**config.mk**
```make
export PLATFORM = sky130hd
export DESIGN_NAME = floor_call_memory
export DESIGN_NICKNAME = d
export VERILOG_FILES = /design/src/rtl/elevator_pkg.sv /design/src/rtl/floor_match_cam.sv /design/src/rtl/floor_call_memory.sv
export SDC_FILE = /design/constraint.sdc
export NUM_CORES = 1
export LEC_CHECK = 0
export ABC_AREA = 1
export BUFFER_PORTS_ARGS = -buffer_cell sky130_fd_sc_hd__buf_2
export CAP_MARGIN = 5
export CORE_MARGIN = 10
export CORE_UTILIZATION = 60
export CTS_BUF_LIST = sky130_fd_sc_hd__clkbuf_4
export DETAILED_ROUTE_END_ITERATION = 7
export PLACE_DENSITY = 0.83
export SLEW_MARGIN = 20
export SYNTH_ARGS = -nofsm -noshare
export SYNTH_HDL_FRONTEND = slang
export SYNTH_SLANG_ARGS = --single-unit
```
**constraint.sdc**
```tcl
create_clock -name clk -period 5.01 [get_ports clk]
set_input_delay 0.2505 -clock clk [delete_from_list [all_inputs] [get_ports clk]]
set_output_delay 0.2505 -clock clk [all_outputs]
set_load 0.02 [all_outputs]
```
**src/rtl/elevator_pkg.sv**
```systemverilog
// elevator_pkg
//   Shared definitions for the elevator request path: floor width, the
//   comparator's insert-position flag encodings, direction encodings and
//   the decoded insert kind used inside the call memory.
package elevator_pkg;

  localparam int FLOOR_W = 3;

  // BeginEndMemory_Flag encodings; bit 1 clear means "no insert".
  localparam logic [1:0] MEM_BEGIN = 2'b11;
  localparam logic [1:0] MEM_END   = 2'b10;

  localparam logic DIR_UP   = 1'b1;
  localparam logic DIR_DOWN = 1'b0;

  typedef enum logic [1:0] {
    INS_NONE  = 2'd0,
    INS_FRONT = 2'd1,
    INS_BACK  = 2'd2
  } ins_kind_e;

  // Decode the comparator flag qualified by its strobe.
  function automatic ins_kind_e decode_ins(input logic valid, input logic [1:0] flag);
    if (!valid || !flag[1]) return INS_NONE;
    return (flag == MEM_BEGIN) ? INS_FRONT : INS_BACK;
  endfunction

endpackage

```
**src/rtl/floor_match_cam.sv**
```systemverilog
// floor_match_cam
//   Combinational DEPTH-way comparison of a candidate floor against the
//   occupied window of the circular queue (slots head .. head+count-1,
//   modulo DEPTH).
// Ports:
//   entries  in   DEPTH x FLOOR_W  raw queue storage
//   head     in   PTR_W            index of the oldest (front) entry
//   count    in   PTR_W+1          number of occupied slots
//   floor    in   FLOOR_W          candidate floor
//   hit      out  1                candidate equals some occupied entry
module floor_match_cam
  import elevator_pkg::*;
#(
  parameter int   FLOOR_W = elevator_pkg::FLOOR_W,
  parameter int   DEPTH   = 8,
  localparam int  PTR_W   = $clog2(DEPTH)
) (
  input  logic [FLOOR_W-1:0] entries [DEPTH],
  input  logic [PTR_W-1:0]   head,
  input  logic [PTR_W:0]     count,
  input  logic [FLOOR_W-1:0] floor,
  output logic               hit
);

  logic [DEPTH-1:0] slot_hit;

  for (genvar g = 0; g < DEPTH; g++) begin : g_slot
    // Distance of this slot from the head; the subtraction wraps modulo
    // DEPTH because DEPTH is a power of two.
    logic [PTR_W-1:0] offs;
    assign offs        = PTR_W'(g) - head;
    assign slot_hit[g] = ({1'b0, offs} < count) && (entries[g] == floor);
  end

  assign hit = |slot_hit;

endmodule

```
**src/rtl/floor_call_memory.sv**
```systemverilog
// floor_call_memory
//   Pending floor-call store between the floor-call comparator and the
//   motor/door controller. Calls live in a circular double-ended queue;
//   the comparator chooses front or back insertion, and the head is
//   retired when the car stops at it.
//
//   Strobe protocol: callValid and floorReached are single-cycle strobes
//   with no back-pressure. Every strobe is consumed on the edge it is
//   sampled. A rejected insert (duplicate or no room) is reported one
//   cycle later by a single-cycle callDropped pulse; there is no retry.
//
// Ports:
//   clk, rst_n            clock, asynchronous active-low reset
//   callValid             insert strobe
//   nextMemoryFloor       floor to insert
//   BeginEndMemory_Flag   11 front, 10 back, 0x no insert
//   floorReached          pop strobe (car stopped at pos0Mem)
//   actualFloor           current car floor
//   pos0Mem               head floor, 0 when empty
//   down_up_Flag          travel direction, 1 up / 0 down
//   memEmpty, memFull     occupancy flags decoded from count
//   callDropped           pulse after a rejected insert
//   count                 number of stored entries
module floor_call_memory
  import elevator_pkg::*;
#(
  parameter int   FLOOR_W = elevator_pkg::FLOOR_W,
  parameter int   DEPTH   = 8,
  localparam int  PTR_W   = $clog2(DEPTH)
) (
  input  logic               clk,
  input  logic               rst_n,
  input  logic               callValid,
  input  logic [FLOOR_W-1:0] nextMemoryFloor,
  input  logic [1:0]         BeginEndMemory_Flag,
  input  logic               floorReached,
  input  logic [FLOOR_W-1:0] actualFloor,
  output logic [FLOOR_W-1:0] pos0Mem,
  output logic               down_up_Flag,
  output logic               memEmpty,
  output logic               memFull,
  output logic               callDropped,
  output logic [PTR_W:0]     count
);

  localparam logic [PTR_W:0] COUNT_FULL = (PTR_W+1)'(DEPTH);

  logic [FLOOR_W-1:0] mem [DEPTH];
  logic [PTR_W-1:0]   head_q;
  logic [PTR_W:0]     count_q;
  logic               dir_q;
  logic               drop_q;

  // "_p" = state after the pop, "_n" = state after the insert.
  logic [PTR_W-1:0]   head_p, head_n, wr_idx;
  logic [PTR_W:0]     count_p, count_n;
  logic               do_pop, do_ins, drop;
  logic               dup_hit, empty_dup, full_p;
  ins_kind_e          ins_kind;
  logic [FLOOR_W-1:0] head_val_n;
  logic               dir_n;

  // Duplicate search runs against the post-pop window, so a call for the
  // floor being retired this cycle is accepted again.
  floor_match_cam #(
    .FLOOR_W (FLOOR_W),
    .DEPTH   (DEPTH)
  ) u_cam (
    .entries (mem),
    .head    (head_p),
    .count   (count_p),
    .floor   (nextMemoryFloor),
    .hit     (dup_hit)
  );

  always_comb begin
    do_pop  = floorReached && (count_q != '0);
    head_p  = do_pop ? head_q + PTR_W'(1) : head_q;
    count_p = do_pop ? count_q - (PTR_W+1)'(1) : count_q;

    ins_kind  = decode_ins(callValid, BeginEndMemory_Flag);
    // With nothing left queued, a call for the floor the car is on is moot.
    empty_dup = (count_p == '0) && (nextMemoryFloor == actualFloor);
    full_p    = (count_p == COUNT_FULL);
    drop      = (ins_kind != INS_NONE) && (dup_hit || empty_dup || full_p);
    do_ins    = (ins_kind != INS_NONE) && !drop;

    head_n  = head_p;
    count_n = count_p;
    wr_idx  = head_p + count_p[PTR_W-1:0];
    if (do_ins) begin
      count_n = count_p + (PTR_W+1)'(1);
      if (ins_kind == INS_FRONT) begin
        head_n = head_p - PTR_W'(1);
        wr_idx = head_p - PTR_W'(1);
      end
    end

    // Head value as it will be after this edge, including a write that
    // lands on the new head slot.
    head_val_n = (do_ins && (wr_idx == head_n)) ? nextMemoryFloor : mem[head_n];

    dir_n = dir_q;
    if (count_n != '0) begin
      if (head_val_n > actualFloor)      dir_n = DIR_UP;
      else if (head_val_n < actualFloor) dir_n = DIR_DOWN;
    end
  end

  always_ff @(posedge clk or negedge rst_n) begin
    if (!rst_n) begin
      for (int i = 0; i < DEPTH; i++) mem[i] <= '0;
    end else if (do_ins) begin
      mem[wr_idx] <= nextMemoryFloor;
    end
  end

  always_ff @(posedge clk or negedge rst_n) begin
    if (!rst_n) begin
      head_q  <= '0;
      count_q <= '0;
      dir_q   <= DIR_DOWN;
      drop_q  <= 1'b0;
    end else begin
      head_q  <= head_n;
      count_q <= count_n;
      dir_q   <= dir_n;
      drop_q  <= drop;
    end
  end

  assign pos0Mem      = (count_q != '0) ? mem[head_q] : '0;
  assign down_up_Flag = dir_q;
  assign memEmpty     = (count_q == '0);
  assign memFull      = (count_q == COUNT_FULL);
  assign callDropped  = drop_q;
  assign count        = count_q;

endmodule

```
==> results of run 1 <==
worst register-to-register path: cells and delay by family (launching register included):
kind | cells | cell delay [ps]
AO/OA/AOI/OAI | 3 | 350
XOR/XNOR | 2 | 560
adder cells (fa/ha/maj) | 3 | 830
buffers and inverters | 4 | 260
flip-flops | 1 | 410
AND/OR/NAND/NOR | 17 | 2000
registers in the layout, indices dropped and copies added, names as in the netlist:
register	flops
callDropped	1
count	4
down_up_Flag	1
head_q	3
mem	24
per-stage QoR:
step	utilization (%)	cell area, µm²	hold WS [ps]	cells	setup slack [ps]
5_1_grt	66.5	3400	373	567	49.2
6_report	66.5	3400	304	567	535
4_1_cts	66.0	3370	295	567	471
2_1_floorplan	-	3160	-45.1	478	936
3_3_place_gp	64.3	3280	352	558	615
3_5_place_dp	64.3	3280	364	558	500
synthesized netlist by cell type (all sizes together):
cell type | n | area [µm²]
nand2 | 137 | 572
inv | 62 | 233
nand3 | 54 | 275
o21ai | 52 | 272
nor2 | 44 | 183
dfrtp | 33 | 826
xor2 | 28 | 253
ha | 16 | 200
buf | 10 | 70.1
a21oi | 9 | 45.0
nand4 | 7 | 71.3
nor3 | 6 | 30.0
xnor2 | 6 | 52.6
a31oi | 3 | 18.8
clkbuf | 3 | 11.3
o22ai | 3 | 18.8
clkinv | 2 | 8.75
nand3b | 2 | 15.0
and3 | 1 | 6.26
area by class of cell:
| cell class | instances | area share, % |
|---|---|---|
| tap | 70 | 2.58 |
| multi-input combinational | 368 | 59.9 |
| sequential | 33 | 24.3 |
| clock inverter | 2 | 0.994 |
| clock buffer | 6 | 1.33 |
| inverter | 64 | 7.11 |
| timing repair buffer | 24 | 3.76 |
worst max-delay path by stage:
stage | from | end | slack, ps | cells after the start
global route | count[0]$_DFF_PN0_ | down_up_Flag$_DFFE_PN0P_ | 50 | 30
detailed placement | count[0]$_DFF_PN0_ | down_up_Flag$_DFFE_PN0P_ | 500 | 27
global placement | count[0]$_DFF_PN0_ | down_up_Flag$_DFFE_PN0P_ | 610 | 27
CTS | count[0]$_DFF_PN0_ | down_up_Flag$_DFFE_PN0P_ | 470 | 27
floorplan | count[0]$_DFF_PN0_ | down_up_Flag$_DFFE_PN0P_ | 940 | 30
finish | count[0]$_DFF_PN0_ | down_up_Flag$_DFFE_PN0P_ | 530 | 29
cells in the final DEF, fill, tap and decap left out, drive strengths merged, types with 3 or more instances in the layout:
master and count:
a31oi 3, inv 62, o21ai 52, nand3 54, ha 16, o22ai 3, nor3 6, xnor2 6
dfrtp 33, clkbuf 6, nand2 137, buf 23, nor2 44, xor2 28, nand4 7, clkinv 3
a21oi 9
metal layers:
layer	vias to the layer above	track usage [%]
met5	-	0
met4	0	8.23
met3	31	4.92
met2	129	34.4
met1	1467	25.2
li1	1577	-
logic make-up (layout without fill, tap and decap cells):
group,Yosys count,in the layout
AND/OR/NAND/NOR,251,251
AO/OA/AOI/OAI,67,67
XOR/XNOR,34,34
adder cells (fa/ha/maj),16,16
buffers and inverters,77,96
flip-flops,33,33
repair_timing:
item	in CTS	in global routing
endpoints found under the hold margin	33	0
hold buffers	1	0
resized for setup	0	3
buffers inserted	0	0
setup endpoints to repair	0	1
==> results.md, run 1 <==
* Core Footprint at 0.00511 mm²
* Status: completed
* Max layer used: met4
* Antenna Cells at 0
* DP Wirelength at 6.72 mm
* Initial Util at 61.9%
* RSZ-0062 raised after global routing: false
* Simple-gate share of the synthesized area at 36.5%
* Distinct cells, synth at 34
* Synth Area in Compound Gates at 11.2%
* Critical path class: reg2reg
* Mux share of post-synthesis cell area at 0%
* Critical path's top delay family: simple AND/OR/NAND/NOR gates
* Final Cycle Share at 89.3%
* Hold EP: callDropped$_DFF_PN0_
* M1 wire length at 3.70 mm
* Min cycle time layout at 4480 ps
* Die extent in x at 92.6 µm
* Slowest CP cell: dfrtp_1
* Register area at 826 µm²
* Antenna violations before repair at 0
* CTS tree: built
* Worst Skew at 20.5 ps
* Setup crit start kind: flop
* Seq/Total Area, Yosys at 26.1%
* WHS Path Cells at 5
* Buf/Inv on CP at 4
* Layout area overhead at 7.52%
* Mapped Nets at 506
* Fillers at 459
* Yosys reg bits at 33
* Routed met2 length at 4.12 mm
* DR WL/cell at 15.5 µm
* HP Class: in2reg
* Max clock buf depth at 2
* Xor-xnor portion of the synthesized cell area at 9.66%
* Largest family of logic cells by synthesized area: simple AND/OR/NAND/NOR gates
* Via density at 5.65
* CTS H-Tree Depth at 2
* Worst hold path startpoint: BeginEndMemory_Flag[1]
* Multi-input logic area at 0.00204 mm²
* Reg2Reg Depth at 29
* Mean Syn Cell Area at 6.61 µm²
* Pins Over Slew Limit at 0
* Largest net degree at the start of global routing at 34
* Inserted Clock Buffers at 5
* CP endpoint kind: flop
* Worst EP arrival at 4740 ps
* Total GRT Usage at 20.7%
* Routability cong. at 1.02
* Skew-Pair Late Insertion Delay at 350 ps
* Share of cells above drive strength 1 at 13.9%
* Fmax achieved at 223 MHz
* Die H at 92.6 µm
* First-pass GRT wire length at 14.4 mm
* Worst Max-Slew Pin Slew at 766 ps
* Pre-Repair DR Iteration Count at 5
* Syn. warnings at 0
* I/O pins at 23
* Total wire length at 8.80 mm
* Setup tns final at 0 ps
* Final #Nets at 524
* Reg2Reg Capture Point: down_up_Flag$_DFFE_PN0P_
* CP max stage delay at 410 ps
* Max_slew headroom at 48.9%
* # DRC at 0
* Final Hold Vio Count at 0
* Final ANT Viol Nets at 0
* CTS root buffer: clkbuf_4
* Met3 Routed Length at 700 µm
* Max FO, Critical Path at 13
* Area share of fa/ha/maj cells after synthesis at 6.33%
* Vias in the first global route at 2957
* Vias at 3204
* CTS Sinks at 33
* Post-Synthesis Cells at 478
* Std cell rows at 26
* Max-cap violations at 0
* IO Port Bufs at 22
* Critical R2R Launch: count[0]$_DFF_PN0_
* Clk slew on worst S/H paths at 120 ps
* 1st-iter DRT viols at 250
* Setup Viol. Count Final at 0
* Cell Area, Synth at 0.00316 mm²
* Die area at 0.00857 mm²
* CP required at 5270 ps
* Reg2Reg Setup Slack at 530 ps
* Grt total ovfl at 0
Power of run 1 is not shown: default switching activity piles up to over one toggle a cycle in this logic, so the estimate is an artifact.
==> run 2, diff against run 1 <==
- REMOVE_ABC_BUFFERS: default -> 1
==> run 2 against run 1 <==
Wire length increased by 1.6%. Clock skew decreased by 12 ps. Design area decreased by 0.33%. First-iteration DRC count decreased by 13%. Sequential share of layout area increased by 0.081 points. Count of clock-buffer cells in the layout decreased by 1. Critical path depth increased by 1. Largest cell class unchanged.
==> results.md, run 2 (synthesis gave the netlist of run 1 again) <==
* Status: completed
* Slowest CP cell: dfrtp_1
* Share of cells above drive strength 1 at 14.1%
* Initial Util at 61.9%
* CP max stage delay at 420 ps
* Fmax achieved at 218 MHz
* HP Class: in2reg
* Reg2Reg Setup Slack at 430 ps
* Via density at 5.68
* CP endpoint kind: flop
* Multi-input logic area at 0.00204 mm²
* Dpl cell area at 0.00329 mm²
* Worst Max-Slew Pin Slew at 761 ps
* Skew-Pair Late Insertion Delay at 350 ps
* Layout area overhead at 7.17%
* Hold Slack at 324 ps
* Most frequent CP cell: nand2_1
* Reg2Reg Depth at 30
* DR WL/cell at 15.7 µm
* # DRC at 0
* CTS root buffer: clkbuf_4
* Critical path class: reg2reg
* CP required at 5260 ps
* DP Cell Count at 559
* Commonest non-fill, non-tap cell in the layout: nand2_1
* Total wire length at 8.94 mm
* Max FO, Critical Path at 12
* Worst Skew at 8.95 ps
* CTS H-Tree Depth at 2
* Max-cap violations at 0
* Most frequent cells in the layout: nand2_1, inv_1, nand3_1
* Die extent in x at 92.6 µm
* I/O pins at 23
* Max clock buf depth at 2
* Worst EP arrival at 4840 ps
* Die area at 0.00857 mm²
* Largest Register: mem
* Critical R2R Launch: count[0]$_DFF_PN0_
* Clk slew on worst S/H paths at 110 ps
* Final #Nets at 525
* Largest net degree at the start of global routing at 34
* Std cell rows at 26
* DP Wirelength at 6.82 mm
* Core Footprint at 0.00511 mm²
* Setup tns final at 0 ps
* IO Port Bufs at 22
* Total GRT Usage at 21.2%
* Grt total ovfl at 0
* Pins Over Slew Limit at 0
* First-pass GRT wire length at 14.9 mm
* CTS tree: built
* Pre-Repair DR Iteration Count at 5
* Antenna violations before repair at 0
* Final Cycle Share at 91.5%
* Non-Filler Instances at 568
* Vias in the first global route at 2985
* Reg2Reg Capture Point: down_up_Flag$_DFFE_PN0P_
* Post-CTS setup buffer count at 0
* Die H at 92.6 µm
* CP Launch Point: count[0]$_DFF_PN0_
* Critical Path End: down_up_Flag$_DFFE_PN0P_
* Routability cong. at 0.979
* Min cycle time layout at 4580 ps
* Antenna Cells at 0
* Setup Viol. Count Final at 0
* CTS Sinks at 33
* Register area at 826 µm²
* Final Hold Vio Count at 0
* Final ANT Viol Nets at 0
* Max_slew headroom at 49.3%
* Setup crit start kind: flop
* Inserted Clock Buffers at 5
* Fillers at 479
* Worst hold path startpoint: BeginEndMemory_Flag[1]
* 1st-iter DRT viols at 217
* Vias at 3228
* Max reg flops at 24
* Final instance area at 0.00339 mm²
==> run 2: cell types whose count changed in the layout (fill, tap and decap cells not counted) <==
cell       delta
buf_4         +1
bufinv_16     -1
clkbuf_4      -1
clkinv_2      +1
clkinv_4      +1
nand2_2       -1
nand2_4       +1
==> run 2: layer usage <==
metal / up-vias / wire length (µm) / track usage (%)
met2: 149 / 4270 / 35.8
met4: 0 / 243 / 7.33
met5: - / 0 / 0
li1: 1566 / - / -
met1: 1490 / 3640 / 25.7
met3: 23 / 790 / 5.08
==> run 2: critical path: cells and delay by family, from the launching register on <==
kind	cells	cell delay, ps
AO/OA/AOI/OAI	4	420
XOR/XNOR	2	570
adder cells (fa/ha/maj)	3	780
buffers and inverters	6	530
flip-flops	1	420
AND/OR/NAND/NOR	15	1790
==> run 2: cell type report <==
cell class | instances | area share (%)
Multi-Input combinational cell | 368 | 60.3
Clock inverter | 3 | 0.517
Sequential cell | 33 | 24.4
Inverter | 64 | 7.13
Tap cell | 70 | 2.59
Timing Repair Buffer | 25 | 3.99
Clock buffer | 5 | 1.11
==> run 2: worst min path at each step <==
stage | endpoint | slack (ps) | cells past startpoint
2_1_floorplan | callDropped$_DFF_PN0_ | -50 | 0
3_3_place_gp | mem[8]$_DFFE_PN0P_ | 340 | 1
3_5_place_dp | mem[6]$_DFFE_PN0P_ | 360 | 1
4_1_cts | callDropped$_DFF_PN0_ | 300 | 5
5_1_grt | callDropped$_DFF_PN0_ | 370 | 5
6_report | callDropped$_DFF_PN0_ | 320 | 5
==> run 2: repair_timing <==
action | in CTS | in global routing
resized for setup | 0 | 4
endpoints found under the setup margin | 0 | 1
hold endpoints to repair | 33 | 0
hold buffers | 1 | 0
==> run 2: metrics by stage <==
stage	utilization, %	worst slack (ps)
finish	66.3	428
global route	66.3	-70.5
CTS	65.7	398
detailed placement	64.5	411
global placement	64.5	566
floorplan	-	814
Power of run 2 is left out for the same reason.
==> run 3, diff against run 2 <==
- RECOVER_POWER: default -> 25
==> run 3 against run 2 <==
The flow now finishes with violations (capacitance limit, slew limit). First-iteration DRC count stayed put. Via count hardly changed. Count of clock-buffer cells in the layout stayed put. Die area stayed put.
==> results.md, run 3 (synthesis gave the netlist of run 1 again) <==
* Status: finished with violations
* Failing checks: capacitance limit, slew limit
* Critical R2R Launch: count[0]$_DFF_PN0_
* Total wire length at 8.95 mm
* Pins Over Slew Limit at 34
* Pre-Repair DR Iteration Count at 5
* Largest Register: mem
* Post-CTS setup buffer count at 0
* Share of cells above drive strength 1 at 13.9%
* CTS H-Tree Depth at 2
* WP depth at 30
* Routability cong. at 0.979
* DR WL/cell at 15.8 µm
* Final Hold Vio Count at 0
* Die H at 92.6 µm
* Vias in the first global route at 2985
* Worst EP arrival at 4840 ps
* Met3 Routed Length at 770 µm
* IO Port Bufs at 22
* Worst Skew at 9.24 ps
* Final Cycle Share at 91.5%
* Worst Max-Slew Pin Slew at 1830 ps
* M1 wire length at 3.65 mm
* Max clock buf depth at 2
* CTS root buffer: clkbuf_4
* Setup ws final at 428 ps
* Fillers at 480
* DP Wirelength at 6.82 mm
* # DRC at 0
* Reg2Reg Depth at 30
* Max-cap violations at 1
* Setup Viol. Count Final at 0
* Final #Nets at 525
* Initial Util at 61.9%
* Non-Filler Instances at 568
* Final ANT Viol Nets at 0
* CTS tree: built
* Reg2Reg Capture Point: down_up_Flag$_DFFE_PN0P_
* Clk slew on worst S/H paths at 110 ps
* 1st-iter DRT viols at 217
* Commonest non-fill, non-tap cell in the layout: nand2_1
* CP Launch Point: count[0]$_DFF_PN0_
* Hold Slack at 324 ps
* Critical path class: reg2reg
* Setup crit start kind: flop
* Largest net degree at the start of global routing at 34
* Skew-Pair Late Insertion Delay at 350 ps
* Core Footprint at 0.00511 mm²
* CP endpoint kind: flop
* Critical path's top delay family: simple AND/OR/NAND/NOR gates
* CP required at 5260 ps
* Layout area overhead at 7.13%
* Min cycle time layout at 4580 ps
* DP Cell Count at 559
* First-pass GRT wire length at 14.9 mm
* I/O pins at 23
* Total GRT Usage at 21.2%
* Fmax achieved at 218 MHz
* HP Class: in2reg
* Vias at 3229
* CP max stage delay at 420 ps
* Buf/Inv on CP at 6
* Setup tns final at 0 ps
* Reg2Reg Setup Slack at 430 ps
* Via density at 5.68
* Antenna violations before repair at 0
* Most frequent cells in the layout: nand2_1, inv_1, nand3_1
* Max_slew headroom at -22.2%
* Slowest CP cell: dfrtp_1
* Inserted Clock Buffers at 5
* Routed met2 length at 4.28 mm
* Std cell rows at 26
* Grt total ovfl at 0
* Antenna Cells at 0
* CTS Sinks at 33
* Place WS at 411 ps
* Max layer used: met4
* Max reg flops at 24
* Critical Path End: down_up_Flag$_DFFE_PN0P_
* Die extent in x at 92.6 µm
* Max FO, Critical Path at 12
* Most frequent CP cell: nand2_1
* Die area at 0.00857 mm²
==> run 3: cell count changes in the layout (fill, tap and decap cells not counted) <==
cell	delta
buf_2	-1
clkbuf_1	+1
==> run 3: timing repair <==
item | in CTS | in global routing
endpoints found under the setup margin | 0 | 1
gates resized for setup | 0 | 4
hold buffers | 1 | 0
hold endpoints to repair | 33 | 0
==> run 3: how the worst min path moves through the flow <==
stage | start | endpoint | slack [ps] | depth (start not counted)
after global placement | rst_n | mem[8]$_DFFE_PN0P_ | 340 | 1
after detailed placement | rst_n | mem[6]$_DFFE_PN0P_ | 360 | 1
final | BeginEndMemory_Flag[1] | callDropped$_DFF_PN0_ | 320 | 5
after CTS | BeginEndMemory_Flag[1] | callDropped$_DFF_PN0_ | 300 | 5
after floorplan | rst_n | callDropped$_DFF_PN0_ | -50 | 0
after global routing | BeginEndMemory_Flag[1] | callDropped$_DFF_PN0_ | 370 | 5
==> run 3: metal layers <==
metal  track usage, %  vias to the layer above
met1             25.7                     1493
met5                0                        -
met4             7.33                        0
met3             5.08                       23
met2             35.8                      146
li1                 -                     1567
==> run 3: metrics by stage <==
| step | instance area (µm²) | utilization, % |
|---|---|---|
| 2_1_floorplan | 3080 | - |
| 3_5_place_dp | 3290 | 64.5 |
| 5_1_grt | 3390 | 66.3 |
| 3_3_place_gp | 3290 | 64.5 |
| 6_report | 3390 | 66.3 |
| 4_1_cts | 3360 | 65.7 |
==> run 3: final cells by class <==
class                   count  area [µm²]  share of cell area, %
repair buffers             25         134                   3.95
clock buffers               5        37.5                   1.11
clock inverters             3        17.5                  0.517
multi-input cells         368        2040                   60.3
flip-flops and latches     33         826                   24.4
inverters                  64         241                   7.13
well taps                  70        87.6                   2.59
==> run 3: worst register-to-register path: cells and delay by family (launching register included) <==
kind | cells | cell delay, ps
AO/OA/AOI/OAI | 4 | 420
buffers and inverters | 6 | 530
adder cells (fa/ha/maj) | 3 | 780
XOR/XNOR | 2 | 570
flip-flops | 1 | 420
AND/OR/NAND/NOR | 15 | 1790
Power of run 3 is left out for the same reason.
